[src/rtl/cm138_rr_sel_ctrl.sv]
// Round-robin arbiter/sequencer driving a 3-to-8 active-low select decoder.
// Optional hold timeout is compiled in when CM138_HOLD_TIMEOUT_EN is defined.
module cm138_rr_sel_ctrl #(
    parameter int HOLD_MAX = 15,
    parameter int CNT_W    = 8
) (
    input  logic       clk,
    input  logic       rst_n,
    input  logic       en,
    input  logic [7:0] req,
    output logic [7:0] gnt_n,
    output logic [2:0] gnt_idx,
    output logic       gnt_valid,
    output logic       sel_en_n,
    output logic       timeout
);

    // Handshake: req[i] is a level; agent i owns the resource while gnt_valid=1
    // and gnt_idx=i, and releases it by dropping req[i]. No other ready signal.

    if (HOLD_MAX < 1 || HOLD_MAX > 255 || (2 ** CNT_W) <= HOLD_MAX) begin : g_bad_param
        $error("cm138_rr_sel_ctrl: HOLD_MAX/CNT_W out of range");
    end

    typedef enum logic [1:0] {
        IDLE  = 2'd0,
        GRANT = 2'd1,
        GAP   = 2'd2
    } state_t;

    state_t     state;
    state_t     state_nxt;
    logic [2:0] ptr;
    logic [2:0] ptr_nxt;
    logic [2:0] winner;
    logic [2:0] cand;
    logic       found;
    logic       rel_normal;
    logic       force_rel;

    logic [7:0] gnt_n_nxt;
    logic [2:0] gnt_idx_nxt;
    logic       gnt_valid_nxt;
    logic       timeout_nxt;

    // Rotating priority search: first requester at or after ptr, wrapping 7->0.
    always_comb begin
        winner = ptr;
        cand   = '0;
        found  = 1'b0;
        for (int k = 0; k < 8; k++) begin
            cand = ptr + 3'(k);
            if (!found && req[cand]) begin
                winner = cand;
                found  = 1'b1;
            end
        end
    end

    assign rel_normal = !req[gnt_idx] || !en;

`ifdef CM138_HOLD_TIMEOUT_EN
    logic [CNT_W-1:0] hold_cnt;

    // Counts completed GRANT cycles; the HOLD_MAX-th cycle is the last one.
    assign force_rel = (state == GRANT) && (hold_cnt == CNT_W'(HOLD_MAX - 1));

    always_ff @(posedge clk or negedge rst_n) begin
        if (!rst_n) begin
            hold_cnt <= '0;
        end else if (state != GRANT) begin
            hold_cnt <= '0;
        end else begin
            hold_cnt <= hold_cnt + 1'b1;
        end
    end
`else
    assign force_rel = 1'b0;
`endif

    // State register
    always_ff @(posedge clk or negedge rst_n) begin
        if (!rst_n) begin
            state <= IDLE;
            ptr   <= '0;
        end else begin
            state <= state_nxt;
            ptr   <= ptr_nxt;
        end
    end

    // Next-state logic
    always_comb begin
        state_nxt = state;
        ptr_nxt   = ptr;
        case (state)
            IDLE: begin
                if (en && found) state_nxt = GRANT;
            end
            GRANT: begin
                if (rel_normal || force_rel) begin
                    state_nxt = GAP;
                    ptr_nxt   = gnt_idx + 3'd1;
                end
            end
            GAP: begin
                state_nxt = (en && found) ? GRANT : IDLE;
            end
            default: begin
                state_nxt = IDLE;
            end
        endcase
    end

    // Output logic: computed from the next state so every output is a flop.
    always_comb begin
        gnt_n_nxt     = 8'hFF;
        gnt_idx_nxt   = 3'd0;
        gnt_valid_nxt = 1'b0;
        timeout_nxt   = 1'b0;
        if (state_nxt == GRANT) begin
            gnt_valid_nxt = 1'b1;
            if (state == GRANT) begin
                gnt_n_nxt   = gnt_n;
                gnt_idx_nxt = gnt_idx;
            end else begin
                gnt_n_nxt   = ~(8'b1 << winner);
                gnt_idx_nxt = winner;
            end
        end
        if (state == GRANT && state_nxt == GAP && !rel_normal) begin
            timeout_nxt = 1'b1;
        end
    end

    always_ff @(posedge clk or negedge rst_n) begin
        if (!rst_n) begin
            gnt_n     <= 8'hFF;
            gnt_idx   <= 3'd0;
            gnt_valid <= 1'b0;
            sel_en_n  <= 1'b1;
            timeout   <= 1'b0;
        end else begin
            gnt_n     <= gnt_n_nxt;
            gnt_idx   <= gnt_idx_nxt;
            gnt_valid <= gnt_valid_nxt;
            sel_en_n  <= ~gnt_valid_nxt;
            timeout   <= timeout_nxt;
        end
    end

endmodule
[config.mk]
export PLATFORM = sky130hd
export DESIGN_NAME = cm138_rr_sel_ctrl
export DESIGN_NICKNAME = d
export VERILOG_FILES = /design/src/rtl/cm138_rr_sel_ctrl.sv
export SDC_FILE = /design/constraint.sdc
export NUM_CORES = 1
export LEC_CHECK = 0
export CORE_UTILIZATION = 49
export CTS_CLUSTER_DIAMETER = 60
export DETAILED_ROUTE_END_ITERATION = 6
export PLACE_DENSITY_LB_ADDON = 0.05
export SLEW_MARGIN = 30
export SYNTH_ARGS = -nofsm -noshare
export SYNTH_HDL_FRONTEND = slang
export SYNTH_SLANG_ARGS = --single-unit
[constraint.sdc]
create_clock -name clk -period 3.5 [get_ports clk]
set_clock_uncertainty 0.1 [all_clocks]
set_input_delay 0.525 -clock clk [delete_from_list [all_inputs] [get_ports clk]]
set_output_delay 0.525 -clock clk [all_outputs]
set_load 0.01 [all_outputs]
* Yosys cells after proc, flatten, opt, wreduce, memory -nomap -nowiden
Cells that the tools add are included.
** Operators by class
- Add/subtract/negate cells :: 8
- Multiply operators :: 0
- Div/mod/pow operators :: 0
- Magnitude comparators :: 9
- Equal/unequal tests :: 5
- Shift operators :: 1
- Muxes and demuxes :: 43
- Bitwise logic cells :: 2
- Reduce and logical (&&, ||, !) cells :: 23
** Operators with widths (number)
- < comparator 3 x 4 -> 1 bit, second input constant :: 9
- binary-select mux 1 bit (select 3 bit) :: 9
- two-way mux 3 bit :: 9
- two-way mux 1 bit :: 20
- two-way mux 8 bit :: 2
- adder 3 bit, second input constant :: 4
- logical AND 1 bit :: 10
- zero test 1 bit :: 10
- NOT 8 bit :: 1
- << shifter 1 x 3 -> 8 bit, first input constant :: 1
- adder 3 x 1 -> 3 bit, second input constant :: 2
- adder 3 x 2 -> 3 bit, second input constant :: 2
- one-hot mux 2 bit (3 select lines) :: 1
- == test 2 x 1 -> 1 bit, second input constant :: 2
- == test 2 bit, second input constant :: 2
- two-way mux 2 bit :: 2
- zero test 2 bit :: 1
- != test 2 bit, second input constant :: 1
- AND reduction 2 bit :: 1
- logical OR 1 bit :: 1
- NOT 1 bit :: 1
** Word-level totals
- Flip-flop bits (word level) :: 19
- Latch bits :: 0
- Memory bits (writable) :: 0
- Memory bits (read-only) :: 0
- Input bits :: 11
- Output and inout bits :: 14
- Word-level logic and storage cells :: 98
- Memories kept :: 0

* Depth between registers and ports, before layout
Gate-level depths: netlist of run 1.
- Depth in word-level cells :: 31
- Depth in mapped cells :: 12

* Least setup slack after synthesis of run 1
Ideal clock, no wire load.
- Path type :: flip-flop to flip-flop
- Start :: register ptr[0]
- End :: register gnt_idx[0]
- Setup time :: 118 ps
- Data arrival time :: 3240 ps
- Required time :: 3282 ps
- Slack :: 41 ps
- Cell stages (with the launch flop) :: 13
- Period minus slack after synthesis :: 3459 ps
- Cell sequence :: dfrtp_1 buf_6 buf_2 inv_1 ha_1 buf_6 mux4_2 mux2_4 a2bb2oi_2 nor4_4 a211o_2 mux2i_1 a21o_1
** Between the ends
- Cells in the longest elaborated chain, start to end :: 29
** RTL lines
- start, declared :: RTL line 33 : logic [2:0] ptr;
- start signal, assigned :: RTL line 88 : ptr <= ptr_nxt;
- branches (longest 29 deep; another with adder 3 x 1 -> 3 bit)
- end signal, assigned :: RTL line 145 : gnt_idx <= gnt_idx_nxt;
- end, declared :: RTL line 12 : output logic [2:0] gnt_idx,
Several ways; the timed one is not identified. The select of a mux whose other input is x is not followed.
A chain may end at the register's enable or synchronous reset.

* Final worst setup path of run 1
- Start :: input req[6]
- End :: register gnt_idx[2]
** Between the ends
- Cells in the longest elaborated chain, start to end :: 29
** RTL lines
- start, declared :: RTL line 10 : input logic [7:0] req,
- binary-select mux 1 bit (select 3 bit) :: RTL line 53 : if (!found && req[cand]) begin
- two-way mux 1 bit (implied by the code) :: RTL line 53
- two-way mux 1 bit :: RTL line 53
- zero test 1 bit :: RTL line 53
- logical AND 1 bit :: RTL line 53
- two-way mux 1 bit :: RTL line 53
- zero test 1 bit :: RTL line 53
- logical AND 1 bit :: RTL line 53
- [... 13 more ...]
- zero test 1 bit :: RTL line 53
- logical AND 1 bit :: RTL line 53
- two-way mux 1 bit :: RTL line 53
- logical AND 1 bit :: RTL line 98, 107
- two-way mux 1 bit / two-way mux 2 bit (equally long branches) :: RTL line 107, 98
- one-hot mux 2 bit (3 select lines) :: RTL line 96 : case (state)
- == test 2 x 1 -> 1 bit :: RTL line 121 : if (state_nxt == GRANT) begin
- != test 2 bit (no source line) / two-way mux 3 bit (equally long branches)
Several ways; a longest one is shown, not always the timed one. The select of a mux whose other input is x is not followed.

==> metrics.txt, run 1 <==
global route overflow 0; RSZ-0062 raised after global routing no; Die W 61.43 µm; row cnt 21; fillers 317; Total GRT Usage 24.34%; CTS tree built; P_int 0.9836 mW; vias 1,527; vias per inst 6.310; reg2reg setup slack 0.33 ns; Final ANT Viol Nets 0; Synth Flop Type dfrtp_1; crit-path max FO 8; combinational power share 75.0%; # IOs 25; layout cells sized above 1 24.49%; flops & latches, synth 19; most frequent cells in the layout 24 x clkdlybuf4s50_1, 16 x nor2_1, 12 x nand2_1; final net count 211; Critical Path RT 3.56 ns; Cell Pwr Density 904.5 mW/mm²; syn avg cell area 10.42 µm²; Syn Nets 180; CTS buffer count 3; Area growth, synth to finish 20.17%; fin crit period 3.241 ns; detailed-router iteration count before antenna repair 4; H-tree depth 1; multi-input logic area 0.001166 mm²; Resized Gates After CTS 0; setup TNS 0 ns; Clock Power Share 5.8%; buffers added on ports 24; Lkg Pwr 0.8438 nW; sequential share of power 19.2%; die height 61.43 µm; DP Worst Slack -0.004151 ns; Syn Inst Count 166; status complete, no violations; Die Area 0.003773 mm²; post-route worst setup slack 0.2590 ns; Core Area 0.003363 mm²; CP Capture Type register; clock transition at the registers of the reported paths 0.11 ns; Ant. Diodes 0; Post-CTS Setup Bufs 0; Clk Latency, worst-skew pair 0.29 ns; CTS root buf clkbuf_4; initial antenna violation count 0; Sequential Area 486.7 µm²; Yosys warning count 0; Net Switching 0.8973 mW; worst rel slew slack 43.87%; wire per inst 16.93 µm; largest net degree at the start of global routing 20; CP Buf/Inv Count 2; Crit Path Category input pin to register; crit-path leading delay family multiplexers; Distinct cells, synth 52; Initial Utilization 51.45%; Sw Share 47.70%; min-delay worst type register to register; Post-synth ARST share 100.0%; vias in the first global route 1,351; Post-Syn Area 0.001730 mm²; slew at the pin closest to its max-slew limit 0.8392 ns; Arrival @ worst endpoint 3.31 ns; number of flops mapped to enable cells by yosys 0; Critical-path top delay cell mux4_1; post-route clock period utilization 92.60%; Clock Path Buffers 2; Final Wtd Congestion 0.8943; Max Clk Rate 0.3085 GHz; clk sinks 19; register area share after synthesis 28.13%; endpoints failing setup 0; Hold Vio Cnt, Final 0; number of max-cap violations 0; DRC viols 0; VDD IR-drop max 0.4345 mV; total wire length 4098 µm; # hold bufs at CTS 0; initial DRC count 106; first-pass GRT wire length 6603 µm; Setup crit start kind input pin; DPL Wire Length 3174 µm; Pins Over Slew Limit 0; crit-path cells clkdlybuf4s50_1 -> mux4_1 -> mux2_2 -> a2111oi_0 -> o41ai_1 -> buf_4 -> a32oi_2 -> o21ai_0; post-route core utilization 61.83%; commonest non-fill, non-tap cell in the layout clkdlybuf4s50_1; slowest stage delay, CP 0.67 ns
[cell type report]
type / count / share of cell area, %
Inverter: 9 / 1.625
Timing Repair Buffer: 33 / 14.80
Tap cell: 46 / 2.768
Sequential cell: 19 / 23.41
Clock buffer: 3 / 1.083
Multi-Input combinational cell: 131 / 56.08
Clock inverter: 1 / 0.2407
[synth_stat cells, types with 2 or more instances]
cell type  number  share of area, %
ha_1            3               2.2
a211o_2         2               1.2
nor2b_1         3               1.1
nand3_1         2              0.58
clkbuf_1        3              0.65
a32oi_1         2               1.0
mux4_1          6               9.1
nand2b_1        3               1.1
buf_2           2              0.58
xor2_1          2               1.0
buf_6           2               1.3
inv_1           9               2.0
a21oi_1         7               2.0
mux2_2          6               3.9
dfrtp_1        10                14
a31oi_1         9               3.3
nand2_1        12               2.6
or2_2           2              0.72
o22ai_1         2              0.72
nand3b_1        3               1.3
nor2_1         16               3.5
mux2i_1         9               5.2
o21ai_0         5               1.4
dfstp_2         9                14
a2bb2oi_1       4               2.0
mux4_2          7               9.1
[path summary, 6_finish.rpt]
check | startpoint | to | cells past startpoint
max in group asynchronous | rst_n | gnt_idx[0] | 1
hold / removal | gnt_n[7] | gnt_n[7] | 2
setup reg to reg | ptr[0] | gnt_idx[2] | 8
min in group asynchronous | rst_n | gnt_idx[1] | 1
hold reg to reg | gnt_n[7] | gnt_n[7] | 2
setup / recovery | req[6] | gnt_idx[2] | 8
[state kept, by name, summed over array words and instances (netlist names)]
register,count
state,2
timeout,1
gnt_idx,3
gnt_valid,1
ptr,3
gnt_n,8
sel_en_n,1
[logic make-up after synthesis]
family          count (synthesis)  synth area share (%)
compound gates                 50                 22.13
xor+xnor                        3                 1.519
fa+ha+maj                       3                 2.169
buf+inv                        16                 4.483
flops                          19                 28.13
mux                            29                 28.20
other cells                     1                0.2167
simple gates                   45                 13.16
[per-stage QoR]
stage	power, mW	instance area, µm²	cells	hold slack [ns]
after floorplan	1.372	1730	166	0.1294
after global routing	2.029	2079	242	0.4157
after detailed placement	1.757	2052	238	0.3923
final	1.881	2079	242	0.4046
after global placement	1.731	2052	238	0.3944
after CTS	1.872	2079	242	0.4079
[routing by layer]
metal  vias to the layer above  routed length (µm)  global-route usage, %
met5                         -                   0                      0
met4                         0                  74                  4.762
met3                        10                 196                  3.992
met2                        45                1950                  36.65
met1                       753                1875                  37.33
li1                        719                   -                      -
[power by group through the flow]
stage	clock, mW	sequential [mW]	combinational (mW)
floorplan	0	0.361	1.01
global placement	0	0.361	1.37
detailed placement	0	0.364	1.39
CTS	0.112	0.361	1.40
global route	0.122	0.373	1.53
finish	0.109	0.360	1.41
[tightest hold or removal path, delay by kind of cell (launching register included)]
kind / cells / cell delay (ns)
AOI/OAI and AO/OA: 1 / 0.04
and+or+nand+nor: 1 / 0.09
DFF: 1 / 0.38
No activity file was read; power rests on OpenSTA's default activity.
==> run 2: changes to the inputs <==
CELL_PAD_IN_SITES_DETAIL_PLACEMENT = 1   (was default)
CELL_PAD_IN_SITES_GLOBAL_PLACEMENT = 1   (was default)
CORE_UTILIZATION = 46   (was 49)
clock period = 4.1 ns   (was 3.5 ns; I/O delays follow)
==> run 2 against run 1 <==
Worst hold slack improved by 0.0017 ns. Die area increased by 6.3%. Register-to-register slack improved by 0.28 ns. Critical path type is now register to register.
==> metrics.txt, run 2 (synthesis gave the netlist of run 1 again) <==
combinational power share 72.8%; clock transition at the registers of the reported paths 0.08 ns; Top Registers gnt_n (8), gnt_idx (3), ptr (3); Area growth, synth to finish 19.09%; sequential share of power 19.2%; DRC viols 0; crit-path leading delay family multiplexers; vias in the first global route 1,571; CP Capture Type register; most frequent cells in the layout 24 x clkdlybuf4s50_1, 16 x nor2_1, 12 x nand2_1; die height 63.34 µm; slew at the pin closest to its max-slew limit 0.8708 ns; Crit Path Category register to register; CP Buf/Inv Count 2; # IOs 25; largest net degree at the start of global routing 20; row cnt 21; vias per inst 6.498; global route overflow 0; H-tree depth 1; Clock Path Buffers 2; DPL Wire Length 3743 µm; Final ANT Viol Nets 0; total wire length 4780 µm; Total GRT Usage 25.43%; Die Area 0.004011 mm²; number of max-cap violations 0; Net Switching 0.7899 mW; commonest non-fill, non-tap cell in the layout clkdlybuf4s50_1; buffers added on ports 24; min-delay worst type register to register; post-route core utilization 59.42%; Design Power 1.624 mW; slowest stage delay, CP 0.65 ns; first-pass GRT wire length 7900 µm; Ant. Diodes 0; Final Instance Area 0.002061 mm²; post-route worst setup slack 0.6103 ns; Post-CTS Setup Bufs 0; Arrival @ worst endpoint 3.52 ns; VDD IR-drop max 0.3790 mV; Die W 63.34 µm; clk sinks 19; Critical Path RT 4.13 ns; post-route clock period utilization 85.11%; WHS 0.4063 ns; P_int 0.8344 mW; Pins Over Slew Limit 0; Setup crit start kind register; Clk Latency, worst-skew pair 0.26 ns; Initial Utilization 49.89%; Clock Power Share 8.0%; Inst Count DP 233; RSZ-0062 raised after global routing no; crit-path max FO 10; final net count 206; setup TNS 0 ns; Hold Vio Cnt, Final 0; Final Wtd Congestion 0.9417; placed inst area 0.002014 mm²; DP Worst Slack 0.5525 ns; CTS tree built; # hold bufs at CTS 0; Resized Gates After CTS 0; crit-path cells inv_1 -> ha_1 -> mux4_2 -> mux2_4 -> a2bb2oi_2 -> nor4_4 -> buf_4 -> o21ai_2 -> a32oi_2 -> o21ai_0; CTS root buf clkbuf_8; detailed-router iteration count before antenna repair 4; Lkg Pwr 0.8269 nW; worst rel slew slack 41.76%; vias 1,540; initial antenna violation count 0; CTS buffer count 3; max reg flops 8; wire per inst 20.17 µm; Largest Register gnt_n; status complete, no violations; Post-Layout Cell Count 237; Core Area 0.003468 mm²; initial DRC count 78; Cell Pwr Density 788.2 mW/mm²; Max Clk Rate 0.2866 GHz; layout cells sized above 1 22.51%; fin crit period 3.490 ns; Critical-path top delay cell mux4_2; endpoints failing setup 0; Sw Share 48.63%
-- run 2: path summary, 6_finish.rpt --
check,cells past startpoint,endpoint,slack (ns),from
max in group asynchronous,1,ptr[2],2.60,rst_n
min in group asynchronous,1,gnt_idx[0],0.75,rst_n
hold / removal,2,gnt_n[5],0.41,gnt_n[5]
setup reg to reg,10,gnt_idx[2],0.61,ptr[1]
setup / recovery,10,gnt_idx[2],0.61,ptr[1]
hold reg to reg,2,gnt_n[5],0.41,gnt_n[5]
-- run 2: worst reg2reg max path: cells and delay by family, from the launching register on --
| family | cells | cell delay (ns) |
|---|---|---|
| DFF | 1 | 0.35 |
| and+or+nand+nor | 1 | 0.30 |
| buffers and inverters | 2 | 0.33 |
| adders and majority gates | 1 | 0.54 |
| muxes | 2 | 0.98 |
| AOI/OAI and AO/OA | 4 | 0.78 |
-- run 2: metal layers --
metal  wire (µm)  global-route usage, %
met1        2248                  36.15
met4          19                  2.273
met2        2327                  41.76
met3         183                  4.529
met5           0                      0
-- run 2: layout make-up --
cell class / count / area, µm²
repair buffers: 28 / 270.3
flip-flops and latches: 19 / 486.7
fillers: 382 / 1408
multi-input cells: 131 / 1166
well taps: 46 / 57.56
clock inverters: 1 / 5.005
inverters: 9 / 33.78
clock buffers: 3 / 41.29
-- run 2: power by group through the flow --
stage / sequential (mW) / combinational, mW / clock, mW
2_1_floorplan: 0.309 / 0.863 / 0
3_3_place_gp: 0.311 / 1.13 / 0
3_5_place_dp: 0.317 / 1.16 / 0
4_1_cts: 0.314 / 1.17 / 0.132
5_1_grt: 0.323 / 1.27 / 0.142
6_report: 0.313 / 1.18 / 0.130
